**src/rtl/bpsk_pkg.sv**
```systemverilog
// Shared BPSK receiver definitions: 12.20 sample format, saturation limits and the
// integrate-and-dump state encoding.
package bpsk_pkg;

    localparam int unsigned FRAC_W = 20;
    localparam int unsigned INT_W  = 12;
    localparam int unsigned DATA_W = INT_W + FRAC_W;

    localparam logic [DATA_W-1:0] SAT_MAX = {1'b0, {(DATA_W-1){1'b1}}};
    localparam logic [DATA_W-1:0] SAT_MIN = {1'b1, {(DATA_W-1){1'b0}}};

    typedef enum logic {
        IDLE  = 1'b0,
        ACCUM = 1'b1
    } state_e;

endpackage

```
**src/rtl/sat_trunc.sv**
```systemverilog
// Combinational signed saturator from IN_W to OUT_W bits; ovf_o flags a clipped value.
module sat_trunc #(
    parameter int unsigned IN_W  = 40,
    parameter int unsigned OUT_W = 32
) (
    input  logic [IN_W-1:0]  din_i,
    output logic [OUT_W-1:0] dout_o,
    output logic             ovf_o
);

    localparam int unsigned TOP_W = IN_W - OUT_W + 1;

    logic [TOP_W-1:0] top_bits;

    // Value fits only if every bit from the output sign bit upward agrees.
    always_comb begin
        top_bits = din_i[IN_W-1:OUT_W-1];
        ovf_o    = !((&top_bits) || !(|top_bits));
        if (!ovf_o) begin
            dout_o = din_i[OUT_W-1:0];
        end else if (din_i[IN_W-1]) begin
            dout_o = {1'b1, {(OUT_W-1){1'b0}}};
        end else begin
            dout_o = {1'b0, {(OUT_W-1){1'b1}}};
        end
    end

endmodule

```
**src/rtl/integrate_dump.sv**
```systemverilog
// Integrate-and-dump matched filter: sums SPB valid 12.20 samples per symbol and dumps a
// saturated symbol sum with a hard bit decision. State advances on the falling clock edge.
module integrate_dump #(
    parameter int unsigned DATA_W = 32,
    parameter int unsigned ACC_W  = 40,
    parameter int unsigned SPB    = 16
) (
    input  logic              clk,
    input  logic              reset,
    input  logic              flag_in,
    input  logic [DATA_W-1:0] din,
    input  logic              resync,
    output logic [DATA_W-1:0] dout,
    output logic              bit_out,
    output logic              flag_out,
    output logic              ovf
);

    import bpsk_pkg::*;

    localparam int unsigned CNT_W = (SPB > 2) ? $clog2(SPB) : 1;

    state_e            state_q, state_d;
    logic [ACC_W-1:0]  acc_q, acc_d;
    logic [CNT_W-1:0]  cnt_q, cnt_d;
    logic [DATA_W-1:0] dout_q, dout_d;
    logic              bit_q, bit_d;
    logic              flag_q, flag_d;
    logic              ovf_q, ovf_d;

    logic [ACC_W-1:0]  din_sext;
    logic [ACC_W-1:0]  sum;
    logic [DATA_W-1:0] sum_sat;
    logic              sum_ovf;
    logic              last_sample;

    assign din_sext    = {{(ACC_W-DATA_W){din[DATA_W-1]}}, din};
    assign sum         = acc_q + din_sext;
    assign last_sample = (cnt_q == CNT_W'(SPB - 1));

    sat_trunc #(
        .IN_W  (ACC_W),
        .OUT_W (DATA_W)
    ) u_sat (
        .din_i  (sum),
        .dout_o (sum_sat),
        .ovf_o  (sum_ovf)
    );

    // State and output registers.
    always_ff @(negedge clk) begin
        if (reset) begin
            state_q <= IDLE;
            acc_q   <= '0;
            cnt_q   <= '0;
            dout_q  <= '0;
            bit_q   <= 1'b0;
            flag_q  <= 1'b0;
            ovf_q   <= 1'b0;
        end else begin
            state_q <= state_d;
            acc_q   <= acc_d;
            cnt_q   <= cnt_d;
            dout_q  <= dout_d;
            bit_q   <= bit_d;
            flag_q  <= flag_d;
            ovf_q   <= ovf_d;
        end
    end

    // Next state: leave IDLE on the first valid sample; ACCUM is terminal until reset.
    always_comb begin
        state_d = state_q;
        if (state_q == IDLE && flag_in) begin
            state_d = ACCUM;
        end
    end

    // Datapath and outputs: resync outranks the dump.
    always_comb begin
        acc_d  = acc_q;
        cnt_d  = cnt_q;
        dout_d = dout_q;
        bit_d  = bit_q;
        flag_d = 1'b0;
        ovf_d  = ovf_q;
        if (resync) begin
            acc_d = flag_in ? din_sext : '0;
            cnt_d = flag_in ? CNT_W'(1) : '0;
        end else if (flag_in) begin
            if (state_q == IDLE) begin
                acc_d = din_sext;
                cnt_d = CNT_W'(1);
            end else if (last_sample) begin
                acc_d  = '0;
                cnt_d  = '0;
                dout_d = sum_sat;
                bit_d  = ~sum_sat[DATA_W-1];
                flag_d = 1'b1;
                ovf_d  = ovf_q | sum_ovf;
            end else begin
                acc_d = sum;
                cnt_d = cnt_q + CNT_W'(1);
            end
        end
    end

    assign dout     = dout_q;
    assign bit_out  = bit_q;
    assign flag_out = flag_q;
    assign ovf      = ovf_q;

endmodule

```
**config.mk**
```make
export PLATFORM = sky130hd
export DESIGN_NAME = integrate_dump
export DESIGN_NICKNAME = d
export VERILOG_FILES = /design/src/rtl/bpsk_pkg.sv /design/src/rtl/sat_trunc.sv /design/src/rtl/integrate_dump.sv
export SDC_FILE = /design/constraint.sdc
export NUM_CORES = 1
export LEC_CHECK = 0
export CAP_MARGIN = 20
export CORE_ASPECT_RATIO = 0.9
export CORE_UTILIZATION = 62
export DETAILED_ROUTE_END_ITERATION = 6
export GPL_ROUTABILITY_DRIVEN = 0
export GPL_TIMING_DRIVEN = 0
export HOLD_SLACK_MARGIN = 0.08
export MAX_ROUTING_LAYER = met4
export PLACE_DENSITY = 0.95
export SYNTH_ARGS = -nofsm -noshare
export SYNTH_HDL_FRONTEND = slang
export SYNTH_SLANG_ARGS = --single-unit
```
**constraint.sdc**
```tcl
create_clock -name clk -period 9.3 [get_ports clk]
set_clock_uncertainty 0.1 [all_clocks]
set_input_delay 0.93 -clock clk [delete_from_list [all_inputs] [get_ports clk]]
set_output_delay 0.93 -clock clk [all_outputs]
set_load 0.01 [all_outputs]
```
-- Word level (Yosys, flattened, before mapping)
Cells that the tools add are included.
W data, S select, Z words.
- bitwise operators: 5
- reductions and logical operators: 9
- equal/unequal tests: 1
- add/subtract/negate cells: 2
- mux-type cells: 13
- operator list (kind ; number):
    $mux W40 ; 5
    $mux W32 ; 2
    $add A40 B40 Y40 ; 1
    $mux W4 ; 4
    $reduce_and A9 Y1 ; 1
    $reduce_or A9 Y1 ; 1
    $add A4 B1 Y4 const B ; 1
    $eq A4 B4 Y1 const B ; 1
    $not A1 Y1 ; 4
    $reduce_and A4 Y1 ; 1
    $reduce_or A4 Y1 ; 1
    $logic_not A1 Y1 ; 2
    $mux W1 ; 2
    $reduce_bool A2 Y1 ; 1
    $logic_and A1 B1 Y1 ; 1
    $logic_or A1 B1 Y1 ; 1
    $or A1 B1 Y1 ; 1
- output and inout bits: 35
- register bits: 80
- bits of input ports: 36

-- Depth between registers and ports, before layout
- depth in word-level cells: 6
- gate-level depth with buffers: 13
- gate-level depth less buffers: 12

-- Cells and area by module
A second synthesis with hierarchy kept.
- cell total of the unflattened synthesis: 823
- area total of the unflattened synthesis: 6195.9 um^2
- modules (own cells, without submodules) (module ; instances ; seq. area each (um^2) ; cells an instance ; area each (um^2)):
    integrate_dump ; 1 ; 1601.5 ; 738 ; 5631.7
    sat_trunc ; 1 ; 0.0 ; 85 ; 564.3

==> summary.md <==
| Metric | Value |
|---|---|
| Top post-synthesis cells by area | `dfxtp_1 (27%), ha_1 (8.4%), nor2_1 (7.1%), a211oi_2 (6.3%), a21oi_1 (5.5%)` |
| Sequential power share | `0.319` |
| R2r setup slk | `5230 ps` |
| CP required | `4850 ps` |
| Final setup violation count | `30` |
| Number of cells on the critical path | `13` |
| Combinational power share | `0.261` |
| Htree depth | `3` |
| Vias in the first global route | `7,042` |
| R2R Path Start | `acc_q[1]$_SDFFE_NP0P_` |
| Max stage delay cell, worst path | `clkdlybuf4s50_1` |
| First-pass GRT wire length | `32,500 um` |
| CP Launch Type | `input pin` |
| Largest net degree at the start of global routing | `16` |
| Max-cap violation count | `0` |
| Fin area | `0.00747 mm^2` |
| Avg Vias per Cell | `7.00` |
| Area Overhead vs Synth | `24.8%` |
| Total wire length | `21,200 um` |
| Failing checks | `DRC, setup timing` |
| Sw Ratio | `0.413` |
| Die Ht | `95.2 um` |
| Net count reported at finish | `974` |
| CP most frequent cell | `nor4b_2` |
| Drc violations | `68` |
| FF-to-FF path depth | `12` |
| TritonCTS clock tree | `done` |
| DRT iter0 DRCs | `1,096` |
| Ys flop type | `dfxtp_1` |
| Clock sinks | `80` |
| Post-route insts no fill | `1,024` |
| Hold EP | `bit_out$_SDFFE_NP0P_` |
| CTS buffer count | `9` |
| Hold path startpoint | `bit_out$_SDFFE_NP0P_` |
| CP top delay family | `compound AO/OA/AOI/OAI gates` |
| R2R Path End | `dout[20]$_SDFFE_NP0P_` |
| Setup tns final | `-1400 ps` |
| Measured slew at the worst slew-check pin | `972 ps` |
| EDFF count, synth | `0` |
| Root Buffer | `clkbuf_8` |
| Number of buffers added on ports | `67` |
| Share of the synthesized area in the top cell type | `0.268` |
| Cell leakage power | `3.01 nW` |
| Initial core utilization | `0.647` |
| Critical path class | `in2reg` |
| Syn. warnings | `0` |
| Final worst slack | `-125 ps` |
| All-Layer GR Usage | `0.420` |
| Clk_lat worst skew | `430 ps` |
| Cell total after placement | `923` |
| Routed wire length per instance | `20.7 um` |
| Synthesized area per cell | `8.15 um^2` |
| Crit path max fanout | `10` |
| Max clock buf depth | `2` |
| Core region area | `0.00925 mm^2` |
| Core Util, Final | `0.808` |
| Internal power | `0.669 mW` |
| Vias | `7,165` |
| Status | `finished, violations left` |
| Detail Route Antenna Nets | `0` |
| Site row count | `33` |
| Initial antenna violation count | `0` |
| # diodes | `0` |
| Netlist Area Pre-Place | `0.00599 mm^2` |
| Seq cells post-synth | `80` |
| Chip width | `106 um` |
| Largest area contributor in the netlist | `dfxtp_1` |
| Register area share after synthesis | `0.268` |
| Cells after synthesis | `734` |
| Cells on Worst Hold Path | `2` |
| CP bufs+invs | `2` |
| Arr. time, crit path | `4980 ps` |
| Pwr per Cell Area | `153 mW/mm^2` |
| Fraction of layout cells with a size suffix above 1 | `0.144` |
| HP Class | `reg2reg` |
| Peak supply drop | `0.000111 V` |
| Crit path capture type | `flop` |
| # IOs | `71` |
| Post-Syn Nets | `811` |
| Final Max Slew Viols | `0` |
| Worst rel slew slack | `0.350` |
| Hold WS | `356 ps` |
| Placed cell areas | `0.00681 mm^2` |
| Switching power | `0.471 mW` |
| Critical path cell sequence | `clkdlybuf4s50_1 -> ha_1 -> a211oi_1 -> o21ai_0 -> nor4b_2 -> nor4b_2 -> nor2_1 -> a31oi_1 -> xor2_2 -> and4_4 -> buf_8 -> o21ai_2 -> a211oi_2` |
| Synth cell types | `68` |
| DR pass1 iterations | `7` |
| GRT overflow | `0` |
| Hpwl dp | `13,700 um` |
| FFs w/ async S/R, synth | `0` |
| Clock share of power | `0.420` |
| Final hold violations | `0` |
| Clock transition at path regs | `40 ps` |
| Die area | `0.0101 mm^2` |
| CP max stage delay | `500 ps` |
-- stage by stage --
step / total power [mW] / setup slack (ps)
2_1_floorplan: 0.617 / 593
3_3_place_gp: 0.677 / -388
3_5_place_dp: 0.689 / -506
4_1_cts: 1.11 / 14.7
5_1_grt: 1.20 / -35.8
6_report: 1.14 / -125
-- power groups by stage --
stage	sequential (mW)	clock, mW	combinational [mW]
after global placement	0.368	0.0528	0.257
after global routing	0.364	0.520	0.316
after floorplan	0.367	0.0528	0.197
after detailed placement	0.369	0.0528	0.267
final	0.364	0.478	0.298
after CTS	0.363	0.471	0.272
-- kinds of logic after synthesis --
logic type                 share of synthesized area
AOI/OAI and AO/OA                              0.358
xor gates and xnor gates                      0.0510
adders and majority gates                     0.0870
buffers and inverters                         0.0533
DFF                                            0.268
muxes                                        0.00188
and+or+nand+nor                                0.181
-- per-layer routing --
metal / global-route usage / up-vias / wire [um]
met4: 0.304 / 0 / 1530
met1: 0.448 / 3230 / 7480
li1: - / 3084 / -
met3: 0.152 / 228 / 2550
met2: 0.654 / 623 / 9620
met5: - / - / 0
-- worst min-delay path: stages (launching register included) --
cell,delay [ps]
dfxtp_1,300
nand2_1,50
a21oi_1,60
-- area by class of cell --
cell class / count / area, um^2
multi-input combinational: 584 / 4120
tap: 122 / 153
clock buffer: 9 / 124
clock inverter: 87 / 417
sequential: 80 / 1600
inverter: 13 / 48.8
buffer: 56 / 293
timing repair buffer: 73 / 716
fill: 555 / 1780
-- synth_stat cells (all sizes together) (3+ instances only) --
| cell | n |
|---|---|
| o31ai | 3 |
| ha | 40 |
| nor2b | 11 |
| nand2 | 38 |
| o211ai | 6 |
| dfxtp | 80 |
| and3 | 3 |
| a21o | 10 |
| o21a | 7 |
| a221oi | 9 |
| a211oi | 42 |
| a21oi | 69 |
| o21ai | 63 |
| inv | 14 |
| xor2 | 14 |
| nand4 | 18 |
| nand2b | 4 |
| nor3 | 16 |
| xnor2 | 20 |
| buf | 21 |
| nor2 | 113 |
| a22oi | 4 |
| o21bai | 6 |
| a222oi | 25 |
| a31oi | 12 |
| nand3 | 12 |
| and2 | 5 |
| or2 | 3 |
| clkbuf | 35 |
-- registers in the layout (all words and copies together) (netlist names) --
register  cells
state_q       1
dout         32
bit_out       1
ovf           1
flag_out      1
cnt_q         4
acc_q        40
-- placed cells by master (no fill, tap or decap), types with 14 or more instances in the layout --
master           instances
a21oi_1                 66
nor2_1                 113
a222oi_1                25
a211oi_2                29
dfxtp_1                 80
clkdlybuf4s50_1         66
xnor2_1                 20
ha_1                    40
nand2_1                 37
nand4_1                 17
o21ai_2                 30
inv_1                   93
nor3_1                  14
clkbuf_1                33
o21ai_0                 30
-- worst max-delay path by stage --
stage	slack (ps)	startpoint	end
after global placement	-390	din[31]	dout[18]$_SDFFE_NP0P_
final	-130	din[1]	dout[20]$_SDFFE_NP0P_
after detailed placement	-510	din[31]	dout[20]$_SDFFE_NP0P_
after floorplan	590	din[0]	dout[18]$_SDFFE_NP0P_
after CTS	10	din[0]	dout[17]$_SDFFE_NP0P_
after global routing	-40	din[1]	dout[17]$_SDFFE_NP0P_
-- what timing repair did --
action                     CTS  global route
cloned                       0             1
setup buffers                1             4
setup endpoints to repair   32            32
hold buffers                 0             0
resized for setup            6            18
pin swaps                    1             5
(Power assumes the default switching activity.)
